### src/rtl/alu_op_sequencer_pkg.sv
// cpu_ctrl_pkg: opcodes, sequencer states and opcode classification helpers.
package cpu_ctrl_pkg;
  localparam int unsigned OP_ADD = 0;
  localparam int unsigned OP_SUB = 1;
  localparam int unsigned OP_AND = 2;
  localparam int unsigned OP_OR  = 3;
  localparam int unsigned OP_SHR = 4;
  localparam int unsigned OP_SHL = 5;
  localparam int unsigned OP_ROR = 6;
  localparam int unsigned OP_ROL = 7;
  localparam int unsigned OP_MUL = 8;
  localparam int unsigned OP_DIV = 9;
  localparam int unsigned OP_NEG = 10;
  localparam int unsigned OP_NOT = 11;
  typedef enum logic [3:0] {IDLE, T0, T1, T2, T3, T4, T5, T6, DONE} state_t;
  function automatic logic is_unary(input int unsigned op);
    return op == OP_NEG || op == OP_NOT;
  endfunction
  function automatic logic is_two_word(input int unsigned op);
    return op == OP_MUL || op == OP_DIV;
  endfunction
  function automatic logic is_legal_op(input int unsigned op);
    return op <= OP_NOT;
  endfunction
endpackage

### src/rtl/alu_op_sequencer_if.sv
// alu_op_sequencer_if: start/ready handshake, IR input and datapath control strobes.
interface alu_op_sequencer_if #(parameter int DATA_WIDTH = 32, parameter int NUM_REGS = 16, parameter int OPCODE_W = 5);
  logic start, mem_ready;
  logic [DATA_WIDTH-1:0] ir;
  logic pc_out, inc_pc, mar_in, z_in, zlow_out, zhigh_out, pc_in, read, mdr_in, mdr_out, ir_in, y_in, hi_in, lo_in;
  logic [NUM_REGS-1:0] reg_out, reg_in;
  logic [OPCODE_W-1:0] alu_op;
  logic busy, done, illegal;
  modport master(
    output start, mem_ready, ir,
    input pc_out, inc_pc, mar_in, z_in, zlow_out, zhigh_out, pc_in, read, mdr_in, mdr_out, ir_in, y_in, hi_in, lo_in,
    input reg_out, reg_in, alu_op, busy, done, illegal
  );
  modport slave(
    input start, mem_ready, ir,
    output pc_out, inc_pc, mar_in, z_in, zlow_out, zhigh_out, pc_in, read, mdr_in, mdr_out, ir_in, y_in, hi_in, lo_in,
    output reg_out, reg_in, alu_op, busy, done, illegal
  );
endinterface

### src/rtl/alu_op_sequencer_reg_select_decoder.sv
// reg_select_decoder: register field to one-hot select, flagging fields beyond the register file.
module reg_select_decoder #(parameter int NUM_REGS = 16, parameter int SEL_W = $clog2(NUM_REGS)) (
  input  logic [SEL_W-1:0]    sel,
  output logic [NUM_REGS-1:0] onehot,
  output logic                oor
);
  assign onehot = NUM_REGS'(1) << sel;
  assign oor = 32'(sel) >= 32'(NUM_REGS);
endmodule

### src/rtl/alu_op_sequencer.sv
// alu_op_sequencer: hardwired fetch/execute control sequencer for register-to-register ALU instructions.
module alu_op_sequencer
  import cpu_ctrl_pkg::*;
#(parameter int DATA_WIDTH = 32, parameter int NUM_REGS = 16, parameter int OPCODE_W = 5) (
  input logic clock,
  input logic clear,
  alu_op_sequencer_if.slave ctl
);
  localparam int REG_SEL_W = $clog2(NUM_REGS);
  localparam int RA_LSB = DATA_WIDTH - OPCODE_W - REG_SEL_W;
  state_t state, state_nxt;
  logic [OPCODE_W-1:0] op;
  logic [REG_SEL_W-1:0] ra, rb, rc;
  logic [NUM_REGS-1:0] ra_oh, rb_oh, rc_oh;
  logic ra_bad, rb_bad, rc_bad, unary, two_word, bad;
  assign op = ctl.ir[DATA_WIDTH-1 -: OPCODE_W];
  assign ra = ctl.ir[RA_LSB +: REG_SEL_W];
  assign rb = ctl.ir[RA_LSB - REG_SEL_W +: REG_SEL_W];
  assign rc = ctl.ir[RA_LSB - 2*REG_SEL_W +: REG_SEL_W];
  reg_select_decoder #(.NUM_REGS(NUM_REGS)) u_ra (.sel(ra), .onehot(ra_oh), .oor(ra_bad));
  reg_select_decoder #(.NUM_REGS(NUM_REGS)) u_rb (.sel(rb), .onehot(rb_oh), .oor(rb_bad));
  reg_select_decoder #(.NUM_REGS(NUM_REGS)) u_rc (.sel(rc), .onehot(rc_oh), .oor(rc_bad));
  assign unary = is_unary(32'(op));
  assign two_word = is_two_word(32'(op));
  // Only fields the instruction actually uses can make it illegal: unary ops ignore Rc, HI/LO ops ignore Ra.
  assign bad = !is_legal_op(32'(op)) || rb_bad || (!unary && rc_bad) || (!two_word && ra_bad);
  always_ff @(posedge clock or negedge clear)
    if (!clear) state <= IDLE;
    else state <= state_nxt;
  assign ctl.busy = state != IDLE;
  always_comb begin
    state_nxt = state;
    {ctl.pc_out, ctl.inc_pc, ctl.mar_in, ctl.z_in, ctl.zlow_out, ctl.zhigh_out, ctl.pc_in} = '0;
    {ctl.read, ctl.mdr_in, ctl.mdr_out, ctl.ir_in, ctl.y_in, ctl.hi_in, ctl.lo_in} = '0;
    {ctl.done, ctl.illegal} = '0;
    ctl.reg_out = '0;
    ctl.reg_in = '0;
    ctl.alu_op = '0;
    case (state)
      IDLE: state_nxt = ctl.start ? T0 : IDLE;
      T0: begin
        {ctl.pc_out, ctl.inc_pc, ctl.mar_in, ctl.z_in} = '1;
        state_nxt = T1;
      end
      T1: begin
        {ctl.zlow_out, ctl.pc_in, ctl.read, ctl.mdr_in} = '1;
        state_nxt = ctl.mem_ready ? T2 : T1;
      end
      T2: begin
        {ctl.mdr_out, ctl.ir_in} = '1;
        state_nxt = T3;
      end
      T3: begin
        ctl.illegal = bad;
        ctl.y_in = !bad;
        ctl.reg_out = bad ? '0 : rb_oh;
        state_nxt = bad ? IDLE : T4;
      end
      T4: begin
        ctl.alu_op = op;
        ctl.z_in = 1'b1;
        ctl.reg_out = unary ? rb_oh : rc_oh;
        state_nxt = T5;
      end
      T5: begin
        ctl.zlow_out = 1'b1;
        ctl.lo_in = two_word;
        ctl.reg_in = two_word ? '0 : ra_oh;
        state_nxt = two_word ? T6 : DONE;
      end
      T6: begin
        {ctl.zhigh_out, ctl.hi_in} = '1;
        state_nxt = DONE;
      end
      DONE: begin
        ctl.done = 1'b1;
        state_nxt = IDLE;
      end
      default: state_nxt = IDLE;
    endcase
  end
endmodule

### src/flat_wrapper.sv
// flat-port wrapper written by rule: the top's interface ports become plain ports
module alu_op_sequencer_flat import cpu_ctrl_pkg::*;
#(parameter int DATA_WIDTH = 32, parameter int NUM_REGS = 16, parameter int OPCODE_W = 5)
  (clock, clear, ctl_start, ctl_mem_ready, ctl_ir, ctl_pc_out, ctl_inc_pc, ctl_mar_in, ctl_z_in, ctl_zlow_out, ctl_zhigh_out, ctl_pc_in, ctl_read, ctl_mdr_in, ctl_mdr_out, ctl_ir_in, ctl_y_in, ctl_hi_in, ctl_lo_in, ctl_reg_out, ctl_reg_in, ctl_alu_op, ctl_busy, ctl_done, ctl_illegal);
  alu_op_sequencer_if #(.DATA_WIDTH(DATA_WIDTH), .NUM_REGS(NUM_REGS), .OPCODE_W(OPCODE_W)) ctl_i ();
  input logic clock;
  input logic clear;
  input wire logic [$bits(ctl_i.start)-1:0] ctl_start;
  input wire logic [$bits(ctl_i.mem_ready)-1:0] ctl_mem_ready;
  input wire logic [$bits(ctl_i.ir)-1:0] ctl_ir;
  output wire logic [$bits(ctl_i.pc_out)-1:0] ctl_pc_out;
  output wire logic [$bits(ctl_i.inc_pc)-1:0] ctl_inc_pc;
  output wire logic [$bits(ctl_i.mar_in)-1:0] ctl_mar_in;
  output wire logic [$bits(ctl_i.z_in)-1:0] ctl_z_in;
  output wire logic [$bits(ctl_i.zlow_out)-1:0] ctl_zlow_out;
  output wire logic [$bits(ctl_i.zhigh_out)-1:0] ctl_zhigh_out;
  output wire logic [$bits(ctl_i.pc_in)-1:0] ctl_pc_in;
  output wire logic [$bits(ctl_i.read)-1:0] ctl_read;
  output wire logic [$bits(ctl_i.mdr_in)-1:0] ctl_mdr_in;
  output wire logic [$bits(ctl_i.mdr_out)-1:0] ctl_mdr_out;
  output wire logic [$bits(ctl_i.ir_in)-1:0] ctl_ir_in;
  output wire logic [$bits(ctl_i.y_in)-1:0] ctl_y_in;
  output wire logic [$bits(ctl_i.hi_in)-1:0] ctl_hi_in;
  output wire logic [$bits(ctl_i.lo_in)-1:0] ctl_lo_in;
  output wire logic [$bits(ctl_i.reg_out)-1:0] ctl_reg_out;
  output wire logic [$bits(ctl_i.reg_in)-1:0] ctl_reg_in;
  output wire logic [$bits(ctl_i.alu_op)-1:0] ctl_alu_op;
  output wire logic [$bits(ctl_i.busy)-1:0] ctl_busy;
  output wire logic [$bits(ctl_i.done)-1:0] ctl_done;
  output wire logic [$bits(ctl_i.illegal)-1:0] ctl_illegal;
  assign ctl_i.start = ctl_start;
  assign ctl_i.mem_ready = ctl_mem_ready;
  assign ctl_i.ir = ctl_ir;
  assign ctl_pc_out = ctl_i.pc_out;
  assign ctl_inc_pc = ctl_i.inc_pc;
  assign ctl_mar_in = ctl_i.mar_in;
  assign ctl_z_in = ctl_i.z_in;
  assign ctl_zlow_out = ctl_i.zlow_out;
  assign ctl_zhigh_out = ctl_i.zhigh_out;
  assign ctl_pc_in = ctl_i.pc_in;
  assign ctl_read = ctl_i.read;
  assign ctl_mdr_in = ctl_i.mdr_in;
  assign ctl_mdr_out = ctl_i.mdr_out;
  assign ctl_ir_in = ctl_i.ir_in;
  assign ctl_y_in = ctl_i.y_in;
  assign ctl_hi_in = ctl_i.hi_in;
  assign ctl_lo_in = ctl_i.lo_in;
  assign ctl_reg_out = ctl_i.reg_out;
  assign ctl_reg_in = ctl_i.reg_in;
  assign ctl_alu_op = ctl_i.alu_op;
  assign ctl_busy = ctl_i.busy;
  assign ctl_done = ctl_i.done;
  assign ctl_illegal = ctl_i.illegal;
  alu_op_sequencer #(.DATA_WIDTH(DATA_WIDTH), .NUM_REGS(NUM_REGS), .OPCODE_W(OPCODE_W)) u_core (.clock(clock), .clear(clear), .ctl(ctl_i));
endmodule
### config.mk
export PLATFORM = sky130hd
export DESIGN_NAME = alu_op_sequencer_flat
export DESIGN_NICKNAME = d
export VERILOG_FILES = /design/src/rtl/alu_op_sequencer_pkg.sv /design/src/rtl/alu_op_sequencer_if.sv /design/src/rtl/alu_op_sequencer_reg_select_decoder.sv /design/src/rtl/alu_op_sequencer.sv /design/src/flat_wrapper.sv
export SDC_FILE = /design/constraint.sdc
export NUM_CORES = 1
export LEC_CHECK = 0
export CAP_MARGIN = 20
export CELL_PAD_IN_SITES_DETAIL_PLACEMENT = 0
export CELL_PAD_IN_SITES_GLOBAL_PLACEMENT = 2
export CORE_MARGIN = 2
export CORE_UTILIZATION = 21
export DETAILED_ROUTE_END_ITERATION = 8
export GPL_TIMING_DRIVEN = 0
export PLACE_DENSITY = 0.82
export SETUP_SLACK_MARGIN = 0.2
export SLEW_MARGIN = 15
export SYNTH_ARGS = -nofsm -noshare
export SYNTH_HDL_FRONTEND = slang
export SYNTH_HIERARCHICAL = 1
export SYNTH_SLANG_ARGS = --single-unit
### constraint.sdc
create_clock -name clock -period 1.79 [get_ports clock]
set_input_delay 0.179 -clock clock [delete_from_list [all_inputs] [get_ports clock]]
set_output_delay 0.179 -clock clock [all_outputs]
set_load 0.01 [all_outputs]
==> impl_metrics.csv, run 1 <==
group,metric,value,unit
status,status,"complete, but fails checks",
drt,wl_per_cell,13.9,um
place,place_area,2370,um2
flow_run,max_cap_viol_count,0,
yosys,synth_top_flop_cell,"dfrtp_1",
die,fp.dieH,88.9,um
finish,final_cell_area,2870,um2
die,die_w,88.9,um
grt,grt_max_degree,11,
clocking,clk_pin_slew,0.03,ns
yosys,synthesis.area,1510,um2
grt,grtUsageTotal,12.7,%
yosys,synthArstFlopShare,100,%
finish,layout.cells.most_common,"buf_6",
worst_setup_path,worstPathArrival,1.65,ns
grt,grt_pass1_wl,8210,um
clocking,cts_buffers,3,
finish,final_nets,315,
sta,max_freq,0.547,GHz
worst_setup_path,ff2ff_setup_slack,0.31,ns
finish,top_register,"u_core/state",
worst_setup_path,crit_fanout,6,
sta,tns,-0.280,ns
pwr,p_total,2.18,mW
sta,hold_viol,0,
status,violations,"negative setup slack",
drt,drtIter0Drc,46,
pwr,irDropWorstVdd,0.000249,V
drt,drc,0,
yosys,synth_nets,198,
drt,drtAntennaViolNets,0,
finish,multi_input_area,1370,um2
clocking,postCtsHoldBufs,0,
place,portBuffers,74,
grt,antenna_found_initial,0,
finish,final_cell_mix,"buf_6, buf_4, buf_2",
die,core_area,6870,um2
sta,slew_viol_final,0,
drt,vias,1771,
pwr,leakagePower,1.35,nW
grt,first_global_vias,1649,
sta,setup_viol,13,
finish,num-fill-cells,693,
clocking,ctsLongestPathBuffers,2,
place,dp_hpwl,3520,um
drt,routed_wl,5180,um
clocking,ctsHtreeMaxLevel,1,
sta,fin_ws,-0.0369,ns
place,routabilityCongestion,0.810,
die,dieArea,7900,um2
worst_hold_path,hp-class,"primary input to asynchronous set/reset pin",
die,pin_count,90,
yosys,postSynthCellCount,162,
finish,area_delta_synth_final,89.7,%
finish,largest_register_ff_count,4,
yosys,ys_types,41,
sta,fin_crit_sh,102,%
place,place_inst,332,
drt,dr.pass1.iters,4,
yosys,yosys_warnings,6,
finish,final-instance-count-excl-fill,373,
clocking,cts_sinks,4,
yosys,synth_edf_count,0,
clocking,cts_root_buf,"clkbuf_8",
finish,ff_latch_area,103,um2
finish,top_regs,"u_core/state: 4 flops",
clocking,cts_tree,"built",
yosys,ys_seq_elements,4,
sta,fin_crit,1.83,ns
yosys,syn_area_per_cell,9.34,um2
grt,overflow,0,
worst_setup_path,worstSetupEndpointType,"primary output",
die,start_util,22.0,%
worst_setup_path,start_kind,"register",
worst_setup_path,crit_type,"register to primary output",
die,num_rows,30,
sta,finClkSkew,0.00231,ns
finish,drive_above_1_share,70.8,%
yosys,ys_seq_area_share,6.62,%
sta,grt_setup_unrepaired,"yes",
pwr,pwr_density_cell,758,nW/um2
drt,vias_per_cell,4.75,
finish,antenna_cells_inserted,0,
worst_setup_path,worstPathRequired,1.61,ns
clocking,clk_latency,0.22,ns
==> cell usage after synthesis, drive strengths merged, types with 2 or more instances <==
| library cell | number | area share [%] |
|---|---|---|
| mux2i | 2 | 1.3 |
| and4bb | 18 | 15 |
| and2 | 5 | 2.2 |
| nand2 | 6 | 1.5 |
| and3 | 16 | 6.6 |
| nor2 | 6 | 1.7 |
| nor3 | 8 | 3.7 |
| a22o | 16 | 9.8 |
| inv | 2 | 0.50 |
| clkbuf | 2 | 0.50 |
| conb | 3 | 0.74 |
| and4b | 12 | 7.9 |
| nor4 | 4 | 2.9 |
| dfrtp | 4 | 6.6 |
| nand2b | 4 | 2.0 |
| nor4b | 13 | 12 |
| and4 | 3 | 1.7 |
| buf | 26 | 14 |
==> worst max-delay path: stages, from the launching register on <==
cell and delay (ns):
dfrtp_1 0.36, buf_6 0.13, nand2b_4 0.13, nor3_4 0.05
a22o_4 0.28, clkbuf_16 0.16, a22o_1 0.18, buf_2 0.14
==> worst paths after layout <==
check	cells after the start	endpoint	startpoint
max reg2reg	8	u_core/state[3]$_DFF_PN0_	u_core/state[1]$_DFF_PN0_
min reg2reg	2	u_core/state[1]$_DFF_PN0_	u_core/state[3]$_DFF_PN0_
max in group asynchronous	1	u_core/state[1]$_DFF_PN0_	clear
min in group clock	4	u_core/state[2]$_DFF_PN0_	ctl_ir[29]
max	7	ctl_reg_out[10]	u_core/state[2]$_DFF_PN0_
min	1	u_core/state[3]$_DFF_PN0_	clear
==> kinds of logic after synthesis <==
| family | synth area share, % |
|---|---|
| AO/OA/AOI/OAI | 14.4 |
| buffers and inverters | 15.1 |
| AND/OR/NAND/NOR | 61.1 |
| other | 0.744 |
| multiplexers | 2.07 |
| flip-flops | 6.62 |
==> power breakdown <==
group	internal [mW]	switching [mW]
logic	1.05	0.756
registers	0.133	0.0504
clock network	0.143	0.0460
total	1.32	0.852
==> final cells by class <==
class                      instances  share of cell area (%)
inverter                           2                   0.262
clock buffer                       3                    1.44
timing repair buffer             112                    33.4
sequential                         4                    3.58
buffer                            28                    9.42
multi-input combinational        128                    47.7
tap                               96                    4.19
==> routing by layer <==
metal / share of wire [%] / global-route usage (%) / vias up
met1: 44 / 16.7 / 851
met4: 0.077 / 1.24 / 0
met5: 0 / 0 / -
met2: 51 / 22.6 / 46
li1: - / - / 872
met3: 5.4 / 1.96 / 2
==> per-stage QoR <==
| step | hold WS [ns] | setup WS, ns | utilization, % |
|---|---|---|---|
| 3_3_place_gp | 0.394 | -0.786 | 34.6 |
| 5_1_grt | 0.177 | -0.0911 | 41.8 |
| 4_1_cts | 0.160 | -0.0653 | 39.0 |
| 2_1_floorplan | -0.117 | 0.212 | - |
| 3_5_place_dp | 0.392 | -0.759 | 34.6 |
| 6_report | 0.162 | -0.0369 | 41.8 |
==> timing repair <==
action | in CTS | in global routing
setup buffers | 23 | 11
pin swaps | 13 | 8
setup endpoints to repair | 56 | 50
cloned | 3 | 1
resized for setup | 282 | 39
Note: power is estimated with default switching activity, not from simulation.
==> inputs of run 2 (changes only) <==
GPL_TIMING_DRIVEN = not set   (was 0)
SKIP_CTS_REPAIR_TIMING = 1   (was not set)
==> impl_metrics.csv, run 2 (same netlist as run 1, synthesis figures left out) <==
group,metric,value,unit
place,routabilityCongestion,0.750,
pwr,p_clk_share,11.2,%
grt,first_global_vias,1527,
clocking,cts_tree,"built",
sta,fin_ws,-0.128,ns
finish,layout.cells.most_common,"buf_4",
clocking,cts_root_buf,"clkbuf_8",
finish,final_nets,318,
clocking,ctsLongestPathBuffers,2,
pwr,irDropWorstVdd,0.000237,V
die,num_rows,30,
pwr,p_switching,0.691,mW
status,status,"complete, but fails checks",
drt,vias,1774,
die,pin_count,90,
finish,top_regs,"u_core/state: 4 flops",
pwr,internal_power,0.985,mW
worst_hold_path,hp-class,"primary input to asynchronous set/reset pin",
sta,setup_viol,11,
sta,fin_crit,1.92,ns
die,core_area,6870,um2
grt,overflow,0,
worst_setup_path,crit_type,"register to primary output",
pwr,pwr-share-seq,10.6,%
finish,top_register,"u_core/state",
worst_setup_path,crit_fanout,4,
finish,final_cell_area,2780,um2
place,place_area,2480,um2
sta,finClkSkew,0.00336,ns
worst_setup_path,start_kind,"register",
finish,drive_above_1_share,59.6,%
grt,grt_pass1_wl,7080,um
die,die_w,88.9,um
worst_setup_path,r2r-start,"u_core/state[1]$_DFF_PN0_",
clocking,clk_pin_slew,0.03,ns
finish,final_cell_mix,"buf_4, dlymetal6s2s_1, and4bb_2",
sta,fin_crit_sh,107,%
finish,final_util,40.4,%
place,dp_hpwl,3530,um
worst_setup_path,worstPathRequired,1.61,ns
clocking,cts_buffers,3,
flow_run,max_cap_viol_count,0,
worst_setup_path,crit_path_max_incr_delay,0.35,ns
drt,vias_per_cell,4.72,
drt,dr.pass1.iters,4,
finish,area_delta_synth_final,83.6,%
pwr,pwr-share-comb,78.2,%
worst_setup_path,critPathSlowestCell,"dfrtp_1",
place,portBuffers,74,
status,violations,"negative setup slack",
die,dieArea,7900,um2
sta,hold_viol,0,
drt,drtAntennaViolNets,0,
finish,largest_register_ff_count,4,
worst_setup_path,worstPathArrival,1.74,ns
drt,routed_wl,5080,um
grt,grtUsageTotal,10.9,%
sta,slew_viol_final,0,
worst_setup_path,worstReg2RegEnd,"u_core/state[2]$_DFF_PN0_",
worst_setup_path,cp_common_cell,"buf_4",
finish,num-fill-cells,708,
grt,grt_max_degree,20,
finish,antenna_cells_inserted,0,
clocking,ctsHtreeMaxLevel,1,
pwr,pwr_density_cell,603,nW/um2
pwr,p_sw_share,41.2,%
grt,antenna_found_initial,0,
sta,grt_setup_unrepaired,"yes",
worst_setup_path,cp_cell_sequence,"nand2b_4, nor3_2, buf_4, a22o_4, buf_4, buf_4, a22o_1, buf_2",
die,start_util,22.0,%
pwr,leakagePower,1.66,nW
sta,max_freq,0.522,GHz
drt,wl_per_cell,13.5,um
clocking,clk_latency,0.21,ns
clocking,cts_sinks,4,
die,fp.dieH,88.9,um
drt,drtIter0Drc,56,
worst_setup_path,ff2ff_setup_slack,0.47,ns
drt,drc,0,
sta,whs,0.171,ns
worst_setup_path,worstRegToRegCells,7,
worst_setup_path,worstSetupEndpointType,"primary output",
-- run 2: final cells by class --
cell class	count	area [um2]	share of cell area, %
well taps	96	120	4.32
flip-flops and latches	4	101	3.65
clock buffers	3	41.3	1.49
inverters	2	7.51	0.270
repair buffers	142	1230	44.5
multi-input cells	129	1270	45.8
-- run 2: through the flow --
stage	worst slack, ns	std cells	total power [mW]	setup TNS [ns]
detailed placement	-0.559	343	1.30	-18.03
CTS	-0.574	346	1.50	-21.26
finish	-0.128	376	1.68	-1.01
global placement	-0.555	343	1.30	-17.73
global route	-0.174	376	1.80	-1.73
floorplan	0.212	162	0.752	0
-- run 2: power by group through the flow --
stage | clock network [mW] | registers, mW | logic [mW]
floorplan | 0 | 0.162 | 0.590
global placement | 0 | 0.159 | 1.14
CTS | 0.191 | 0.160 | 1.15
finish | 0.187 | 0.178 | 1.31
detailed placement | 0 | 0.161 | 1.14
global route | 0.197 | 0.185 | 1.41
-- run 2: worst max-delay path by stage --
| stage | start | cells past startpoint | to | slack [ns] |
|---|---|---|---|---|
| after floorplan | u_core/state[3]$_DFF_PN0_ | 5 | ctl_reg_out[0] | 0.21 |
| after global placement | ctl_ir[30] | 6 | ctl_reg_out[12] | -0.56 |
| after detailed placement | ctl_ir[30] | 6 | ctl_reg_out[1] | -0.56 |
| after CTS | ctl_ir[30] | 6 | ctl_reg_out[1] | -0.57 |
| after global routing | u_core/state[3]$_DFF_PN0_ | 8 | ctl_reg_out[9] | -0.17 |
| final | u_core/state[3]$_DFF_PN0_ | 8 | ctl_reg_out[9] | -0.13 |
-- run 2: worst max-delay path: cells and delay by family, from the launching register on --
kind | cells | cell delay, ns
compound gates | 2 | 0.42
buf+inv | 4 | 0.54
flops | 1 | 0.35
simple gates | 2 | 0.21
-- run 2: per-layer routing --
metal	up-vias	routed length (um)	track usage, %
met3	0	343	3.45
met4	0	0	0
li1	878	-	-
met2	46	2470	18.4
met5	-	0	0
met1	850	2270	14.5
==> inputs of run 3 (changes only) <==
CORE_UTILIZATION = 22   (was 21)
PLACE_DENSITY = 0.85   (was 0.82)
clock period = 2.5 ns   (was 1.79 ns; I/O delays follow)
==> impl_metrics.csv, run 3 (same netlist as run 1, synthesis figures left out) <==
group,metric,value,unit
clocking,ctsLongestPathBuffers,2,
finish,top_regs,"u_core/state: 4 flops",
finish,layout.cells.most_common,"dlymetal6s2s_1",
worst_setup_path,crit_fanout,5,
finish,final_nets,283,
clocking,ctsHtreeMaxLevel,1,
sta,grt_setup_unrepaired,"yes",
pwr,irDropWorstVdd,0.000164,V
worst_setup_path,worstPathRequired,2.25,ns
sta,slew_viol_final,0,
pwr,leakagePower,1.66,nW
grt,grt_pass1_wl,7180,um
die,fp.dieH,86.9,um
place,routabilityCongestion,0.781,
sta,whs,0.232,ns
place,dp_hpwl,3210,um
drt,drtIter0Drc,48,
clocking,cts_sinks,4,
sta,finClkSkew,0.00244,ns
finish,area_delta_synth_final,67.6,%
grt,grtUsageTotal,11.4,%
sta,setup_viol,0,
grt,first_global_vias,1441,
drt,routed_wl,4870,um
finish,antenna_cells_inserted,0,
grt,grt_max_degree,20,
place,place_ws,-0.269,ns
clocking,cts_root_buf,"clkbuf_8",
finish,final-instance-count-excl-fill,325,
clocking,clk_pin_slew,0.03,ns
drt,dr.pass1.iters,4,
worst_setup_path,crit_type,"register to primary output",
worst_setup_path,start_kind,"register",
clocking,cts_buffers,3,
place,place_inst,315,
drt,drc,0,
finish,drive_above_1_share,34.7,%
worst_setup_path,crit_start,"u_core/state[3]$_DFF_PN0_",
sta,fin_crit_sh,89.8,%
worst_setup_path,worstSetupEndpointType,"primary output",
die,die_w,86.9,um
die,start_util,22.5,%
finish,largest_register_ff_count,4,
pwr,p_total,1.01,mW
sta,hold_viol,0,
grt,antenna_found_initial,0,
worst_setup_path,worstPathArrival,1.99,ns
flow_run,max_cap_viol_count,0,
worst_setup_path,r2r-start,"u_core/state[3]$_DFF_PN0_",
clocking,clk_latency,0.22,ns
die,num_rows,30,
drt,drtAntennaViolNets,0,
die,pin_count,90,
place,portBuffers,74,
grt,overflow,0,
drt,vias,1638,
die,dieArea,7560,um2
finish,final_cell_mix,"dlymetal6s2s_1, clkdlybuf4s50_1, buf_4",
status,status,"finished, final reports clean",
sta,slew_headroom,57.2,%
drt,wl_per_cell,15.0,um
finish,top_register,"u_core/state",
clocking,cts_tree,"built",
sta,fin_crit,2.24,ns
finish,final_util,37.7,%
drt,vias_per_cell,5.04,
worst_hold_path,hp-class,"primary input to asynchronous set/reset pin",
sta,max_freq,0.446,GHz
die,core_area,6720,um2
sta,fin_ws,0.255,ns
pwr,pwr_density_cell,398,nW/um2
sta,tightest_slew,0.640,ns
## run 3: cell types whose count changed in the layout (fill, tap and decap cells not counted), moves of 14 or more
cell,delta
buf_2,-17
buf_6,-14
dlymetal6s2s_1,+14
buf_4,-20
clkbuf_2,-14
clkdlybuf4s50_1,+21
## run 3: power breakdown
part / total, mW / leakage, nW / internal, mW / switching, mW
clock: 0.135 / 0.0216 / 0.103 / 0.0327
sequential: 0.116 / 0.0523 / 0.0921 / 0.0234
combinational: 0.759 / 1.58 / 0.391 / 0.368
## run 3: final cells by class
cell class | instances | area, um2
multi-input combinational | 129 | 1220
fill | 684 | 4180
inverter | 2 | 7.51
sequential | 4 | 100
clock buffer | 3 | 41.3
tap | 80 | 100
timing repair buffer | 107 | 1070
## run 3: through the flow
| step | setup TNS (ns) | cell area, um2 |
|---|---|---|
| after floorplan | 0 | 1510 |
| after global placement | -3.81 | 2340 |
| after detailed placement | -3.81 | 2340 |
| after CTS | -3.98 | 2380 |
| after global routing | 0 | 2530 |
| final | 0 | 2530 |
## run 3: critical path: stages (launching register included)
cell,delay (ns)
dfrtp_1,0.34
nand2b_2,0.16
buf_4,0.17
nor3_1,0.06
buf_4,0.16
a22o_4,0.28
buf_4,0.14
buf_4,0.13
a22o_1,0.18
dlymetal6s2s_1,0.17
## run 3: layer usage
| layer | global-route usage [%] | wire length [um] | up-vias |
|---|---|---|---|
| met5 | 0 | 0 | - |
| met4 | 2.70 | 38 | 0 |
| met3 | 2.75 | 366 | 6 |
| met2 | 16.9 | 2300 | 65 |
| met1 | 16.5 | 2160 | 767 |
| li1 | - | - | 800 |
## run 3: path summary, 6_finish.rpt
kind                       slack [ns]  cells past startpoint                        end
max                              0.26                      9             ctl_reg_out[4]
min                              0.23                      1  u_core/state[3]$_DFF_PN0_
max reg2reg                      1.06                      7  u_core/state[2]$_DFF_PN0_
min reg2reg                      0.60                      2  u_core/state[1]$_DFF_PN0_
max in group asynchronous        2.11                      1  u_core/state[0]$_DFF_PN0_
min in group clock               0.60                      2  u_core/state[1]$_DFF_PN0_
